## config.mk

```make
export PLATFORM = sky130hd
export DESIGN_NAME = ps2_keyboard_tx
export DESIGN_NICKNAME = d
export VERILOG_FILES = /design/src/rtl/ps2_keyboard_tx.sv
export SDC_FILE = /design/constraint.sdc
export NUM_CORES = 1
export LEC_CHECK = 0
export ABC_AREA = 1
export BUFFER_PORTS_ARGS = -buffer_cell sky130_fd_sc_hd__clkbuf_2
export CELL_PAD_IN_SITES_DETAIL_PLACEMENT = 0
export CELL_PAD_IN_SITES_GLOBAL_PLACEMENT = 1
export CORE_MARGIN = 2
export CORE_UTILIZATION = 45
export CTS_CLUSTER_DIAMETER = 40
export DETAILED_ROUTE_END_ITERATION = 10
export PLACE_DENSITY_LB_ADDON = 0.15
export REMOVE_ABC_BUFFERS = 1
export SLEW_MARGIN = 20
export SYNTH_ARGS = -nofsm -noshare
export SYNTH_HDL_FRONTEND = slang
export SYNTH_SLANG_ARGS = --single-unit
```

## constraint.sdc

```tcl
create_clock -name CLK -period 3.8 [get_ports CLK]
set_clock_uncertainty 0.1 [all_clocks]
set_input_delay 0.76 -clock CLK [delete_from_list [all_inputs] [get_ports CLK]]
set_output_delay 0.76 -clock CLK [all_outputs]
set_load 0.02 [all_outputs]
```

## src/rtl/ps2_keyboard_tx.sv

```systemverilog
// ps2_keyboard_tx: device-side PS/2 transmitter (keyboard emulator).
// Scan codes arrive over a valid/ready handshake. Each one is sent as one
// 11-bit PS/2 frame: start, 8 data bits LSB first, odd parity, stop.
// A break request first sends an 0xF0 prefix frame, then the code frame.
// Every frame is followed by an idle gap with both lines high.
module ps2_keyboard_tx #(
    parameter int unsigned HALF_PERIOD = 1000,
    parameter int unsigned GAP_CYCLES  = 4000
) (
    input  logic       CLK,
    input  logic       RST,
    input  logic [7:0] SCAN_CODE,
    input  logic       KEY_BREAK,
    input  logic       TX_VALID,
    output logic       TX_READY,
    output logic       BUSY,
    output logic       TX_DONE,
    output logic       PS2_CLK,
    output logic       PS2_DAT
);

    // One phase counter serves both the clock half periods and the gap.
    localparam int unsigned MAX_COUNT = (HALF_PERIOD > GAP_CYCLES) ? HALF_PERIOD : GAP_CYCLES;
    localparam int unsigned CW        = (MAX_COUNT > 1) ? $clog2(MAX_COUNT) : 1;

    localparam logic [CW-1:0] HALF_LAST = CW'(HALF_PERIOD - 1);
    localparam logic [CW-1:0] GAP_LAST  = CW'(GAP_CYCLES - 1);
    localparam logic [CW-1:0] PHASE_ONE = CW'(1);

    localparam logic [3:0] LAST_BIT    = 4'd10;
    localparam logic [7:0] BREAK_CODE  = 8'hF0;

    localparam logic [1:0] ST_IDLE  = 2'd0;
    localparam logic [1:0] ST_FRAME = 2'd1;
    localparam logic [1:0] ST_GAP   = 2'd2;

    logic [1:0]    state_q,  state_d;
    logic [CW-1:0] phase_q,  phase_d;
    logic [3:0]    bit_q,    bit_d;
    logic          low_q,    low_d;
    logic [9:0]    shift_q,  shift_d;
    logic [7:0]    code_q,   code_d;
    logic          prefix_q, prefix_d;
    logic          clk_q,    clk_d;
    logic          dat_q,    dat_d;
    logic          done_q,   done_d;

    // Bits b1..b10 of a frame (data LSB first, odd parity, stop), shifted out
    // LSB first after the start bit.
    function automatic logic [9:0] frame_bits(input logic [7:0] b);
        return {1'b1, ~^b, b};
    endfunction

    // Next-state logic: handshake, bit sequencing and gap timing.
    always_comb begin
        state_d  = state_q;
        phase_d  = phase_q;
        bit_d    = bit_q;
        low_d    = low_q;
        shift_d  = shift_q;
        code_d   = code_q;
        prefix_d = prefix_q;
        clk_d    = clk_q;
        dat_d    = dat_q;
        done_d   = 1'b0;

        case (state_q)
            ST_IDLE: begin
                clk_d = 1'b1;
                dat_d = 1'b1;
                if (TX_VALID) begin
                    code_d   = SCAN_CODE;
                    prefix_d = KEY_BREAK;
                    shift_d  = frame_bits(KEY_BREAK ? BREAK_CODE : SCAN_CODE);
                    state_d  = ST_FRAME;
                    phase_d  = '0;
                    bit_d    = '0;
                    low_d    = 1'b0;
                    dat_d    = 1'b0;
                end
            end

            ST_FRAME: begin
                if (phase_q == HALF_LAST) begin
                    phase_d = '0;
                    if (!low_q) begin
                        low_d = 1'b1;
                        clk_d = 1'b0;
                    end else begin
                        // Data moves only together with the rising clock.
                        low_d = 1'b0;
                        clk_d = 1'b1;
                        if (bit_q == LAST_BIT) begin
                            state_d = ST_GAP;
                            dat_d   = 1'b1;
                        end else begin
                            bit_d   = bit_q + 4'd1;
                            dat_d   = shift_q[0];
                            shift_d = {1'b1, shift_q[9:1]};
                        end
                    end
                end else begin
                    phase_d = phase_q + PHASE_ONE;
                end
            end

            ST_GAP: begin
                if (phase_q == GAP_LAST) begin
                    phase_d = '0;
                    if (prefix_q) begin
                        prefix_d = 1'b0;
                        shift_d  = frame_bits(code_q);
                        state_d  = ST_FRAME;
                        bit_d    = '0;
                        low_d    = 1'b0;
                        dat_d    = 1'b0;
                    end else begin
                        state_d = ST_IDLE;
                        done_d  = 1'b1;
                    end
                end else begin
                    phase_d = phase_q + PHASE_ONE;
                end
            end

            default: begin
                state_d  = ST_IDLE;
                phase_d  = '0;
                prefix_d = 1'b0;
                clk_d    = 1'b1;
                dat_d    = 1'b1;
            end
        endcase
    end

    // State and output registers with synchronous reset.
    always_ff @(posedge CLK) begin
        if (RST) begin
            state_q  <= ST_IDLE;
            phase_q  <= '0;
            bit_q    <= '0;
            low_q    <= 1'b0;
            shift_q  <= '1;
            code_q   <= '0;
            prefix_q <= 1'b0;
            clk_q    <= 1'b1;
            dat_q    <= 1'b1;
            done_q   <= 1'b0;
        end else begin
            state_q  <= state_d;
            phase_q  <= phase_d;
            bit_q    <= bit_d;
            low_q    <= low_d;
            shift_q  <= shift_d;
            code_q   <= code_d;
            prefix_q <= prefix_d;
            clk_q    <= clk_d;
            dat_q    <= dat_d;
            done_q   <= done_d;
        end
    end

    assign TX_READY = (state_q == ST_IDLE);
    assign BUSY     = (state_q != ST_IDLE);
    assign TX_DONE  = done_q;
    assign PS2_CLK  = clk_q;
    assign PS2_DAT  = dat_q;

endmodule

```

==> results.toml <==
[floorplanning]
die-height_um = 78.63
fp.coreArea_um2 = 5439
chipWidth_um = 78.63
floorplan.die_area_um2 = 6182
placement_rows = 27
io-pin-count = 17
start_util_pct = 46.08

[pwr]
power.total_mw = 1.293
total_leakage_power_nw = 1.247
cellInternalPower_mw = 0.7704
pwr-share-clk_pct = 20.8
power.density_cell_area_nw_per_um2 = 480.3
max-vdd-ir-drop_uv = 244.4
power_frac_seq_pct = 41.0
pwr-share-comb_pct = 38.2
power.share.switching_pct = 40.43
net-switching-power_mw = 0.5228

[route]
detailed_route_wl_um = 6220
iteration_0_drc_count_of_the_detailed_router = 141
detail_route.wl_per_cell_um = 12.77
vias_per_cell = 5.103
postRouteAntennaNets = 0
drt-pass1-iter-count = 4
detail_route.drc_violations = 0
detailroute.via_count = 2485

[setup_path]
max_stage_delay_ps = 500
rr_startpoint = "state_q[1]$_SDFFE_PP0P_"
cp_data_required_time_ps = 3840
crit_path_cell_trace = "inv_1 -> ha_1 -> inv_2 -> nor2_1 -> inv_1 -> nand2_2 -> nor2_4 -> nand2_4 -> inv_2 -> nand2_1 -> nand3_1"
crit_arrival_ps = 2300
timing.critical_path.fanout_max = 14
critical_path.startpoint_type = "register"
start_point_of_the_critical_path = "state_q[1]$_SDFFE_PP0P_"
r2r.worst_path.cells = 11
critical-path-slowest-cell = "sky130_fd_sc_hd__ha_1"
criticalPathCategory = "register to register"
timing.critical_path.to_type = "register"

[timing]
timing_hold_violations_final = 0
fmax_mhz = 443.0
finalCriticalPeriod_ps = 2257
period_share_pct = 59.41
worst_pin_slew_ps = 731.5
setup-tns-final_ps = 0
maxSlewViolCount = 0
setup_viol = 0
max_slew_margin_pct = 51.18
unrepaired_setup_endpoints_after_global_routing = "false"

[global_routing]
antenna_found_initial = 0
grt_overflow = 0
grt_pass1_vias = 2176
grt_pass1_wl_um = 10490
largest_net_degree_at_the_start_of_global_routing = 25
overall_global_routing_usage_pct = 21.59

[worst_hold_path]
holdCritStartpoint = "PS2_DAT$_SDFFE_PP1P_"
hold_depth = 2
worstHoldPathType = "register to register"

[clocking]
postCtsSetupBuffers = 0
clk_root_buffer_cell = "sky130_fd_sc_hd__clkbuf_8"
cts_made_buffers = 5
post_cts_resized = 0
cts_tree = "built"
ctsHtreeMaxLevel = 2
tritoncts_num_sinks = 40
ctsLongestPathBuffers = 2
cts.hold.buffers_added = 0
clock_insertion_delay_worst_skew_ps = 300
path_clk_slew_ps = 80

[job]
cap_violations = 0

[synth]
netlist-cell-type-count = 30
synth_largest_area_cell = "sky130_fd_sc_hd__dfxtp_1"
ys_seq_area_share_pct = 31.95
synth_largest_type_area_fraction_pct = 31.95
synth_seq_cells = 40
async_reset_ff_share_pct = 0
synth_top_cells_by_area = "sky130_fd_sc_hd__dfxtp_1, sky130_fd_sc_hd__nand2_1, sky130_fd_sc_hd__nor2_1, sky130_fd_sc_hd__a21oi_1, sky130_fd_sc_hd__inv_1"
yosys_warnings = 0
mean_instance_size_in_the_synthesized_netlist_um2 = 6.219
syn-instance-count = 403
synth_flop_cell = "sky130_fd_sc_hd__dfxtp_1"
cell_area_synth_um2 = 2506
synth_edf_count = 0

[status]
outcome = "finished clean"

[final_layout]
area.growth.synth_to_final_pct = 7.439
final_layout_size_suffix_gt1_share_pct = 11.33
most_frequent_standard_cell_in_the_layout_excluding_fill_and_tap_cells = "sky130_fd_sc_hd__nand2_1"
nets = 434
antennaDiodeCount = 0
layout_common_cells = "sky130_fd_sc_hd__nand2_1, sky130_fd_sc_hd__nor2_1, sky130_fd_sc_hd__dfxtp_1"

[placed_design]
placement.io_buffers = 16
dp_hpwl_um = 4749
place_congestion = 0.8223
-- synth_stat cells, types with 3 or more instances --
master / number
sky130_fd_sc_hd__nand2_1: 133
sky130_fd_sc_hd__nor2_1: 49
sky130_fd_sc_hd__dfxtp_1: 40
sky130_fd_sc_hd__inv_1: 38
sky130_fd_sc_hd__a21oi_1: 34
sky130_fd_sc_hd__nand3_1: 28
sky130_fd_sc_hd__o21ai_0: 12
sky130_fd_sc_hd__nor3_1: 11
sky130_fd_sc_hd__inv_2: 8
sky130_fd_sc_hd__ha_1: 7
sky130_fd_sc_hd__clkbuf_1: 5
sky130_fd_sc_hd__nand2_2: 5
sky130_fd_sc_hd__buf_2: 4
sky130_fd_sc_hd__nand4_1: 4
sky130_fd_sc_hd__nor2_4: 3
sky130_fd_sc_hd__o211ai_1: 3
sky130_fd_sc_hd__xnor2_1: 3
-- per-stage QoR --
| step | setup slack (ps) | std cells | utilization [%] | hold slack, ps | cell area [um2] |
|---|---|---|---|---|---|
| finish | 1543 | 487 | 49.51 | 369.4 | 2693 |
| global route | 1382 | 487 | 49.51 | 388.9 | 2693 |
| CTS | 1555 | 487 | 49.51 | 373.1 | 2693 |
| detailed placement | 1544 | 480 | 48.08 | 354.8 | 2615 |
| global placement | 1579 | 480 | 48.08 | 354.6 | 2615 |
| floorplan | 1899 | 392 | - | 341.8 | 2445 |
-- path summary, 6_finish.rpt --
check | slack (ps) | to
worst max-delay path | 1540 | shift_q[0]$_SDFFE_PP1P_
worst min-delay path | 370 | PS2_DAT$_SDFFE_PP1P_
worst max register to register | 1540 | shift_q[0]$_SDFFE_PP1P_
worst min register to register | 370 | PS2_DAT$_SDFFE_PP1P_
-- registers in the layout (all words and copies together) (netlist names) --
| name | flops |
|---|---|
| shift_q | 9 |
| code_q | 8 |
| prefix_q | 1 |
| TX_DONE | 1 |
| PS2_DAT | 1 |
| phase_q | 12 |
| low_q | 1 |
| state_q | 2 |
| PS2_CLK | 1 |
| bit_q | 4 |
-- power by group through the flow --
stage	clock (mW)	combinational (mW)	sequential [mW]
CTS	0.276	0.497	0.530
global placement	0	0.496	0.538
global route	0.295	0.567	0.539
floorplan	0	0.370	0.536
finish	0.269	0.494	0.530
detailed placement	0	0.494	0.539
-- layer usage --
metal / vias to the layer above / GRT usage, % / wire length (um)
met5: - / 0 / 0
met4: 0 / 7.368 / 99
met3: 9 / 3.908 / 266
met2: 35 / 31.20 / 2662
met1: 1136 / 31.98 / 3191
li1: 1305 / - / -
-- critical path: cells and delay by family, from the launching register on --
kind,cells,cell delay [ps]
adders and majority gates,1,500
DFF,1,350
buffers and inverters,4,460
and+or+nand+nor,6,690
-- kinds of logic after synthesis --
logic type	count (synthesis)	synth area share (%)
adders and majority gates	7	3.495
xor gates and xnor gates	5	1.748
AOI/OAI and AO/OA	53	11.28
and+or+nand+nor	241	42.19
DFF	40	31.95
buffers and inverters	57	9.336
-- final cells by class --
type / instances / area (um2)
timing repair buffer: 16 / 80.08
sequential: 40 / 800.8
inverter: 46 / 172.7
clock buffer: 6 / 72.57
fill: 621 / 2746
tap: 72 / 90.09
clock inverter: 1 / 5.005
multi-input combinational: 306 / 1471
Power figures use the tool's default switching activity.
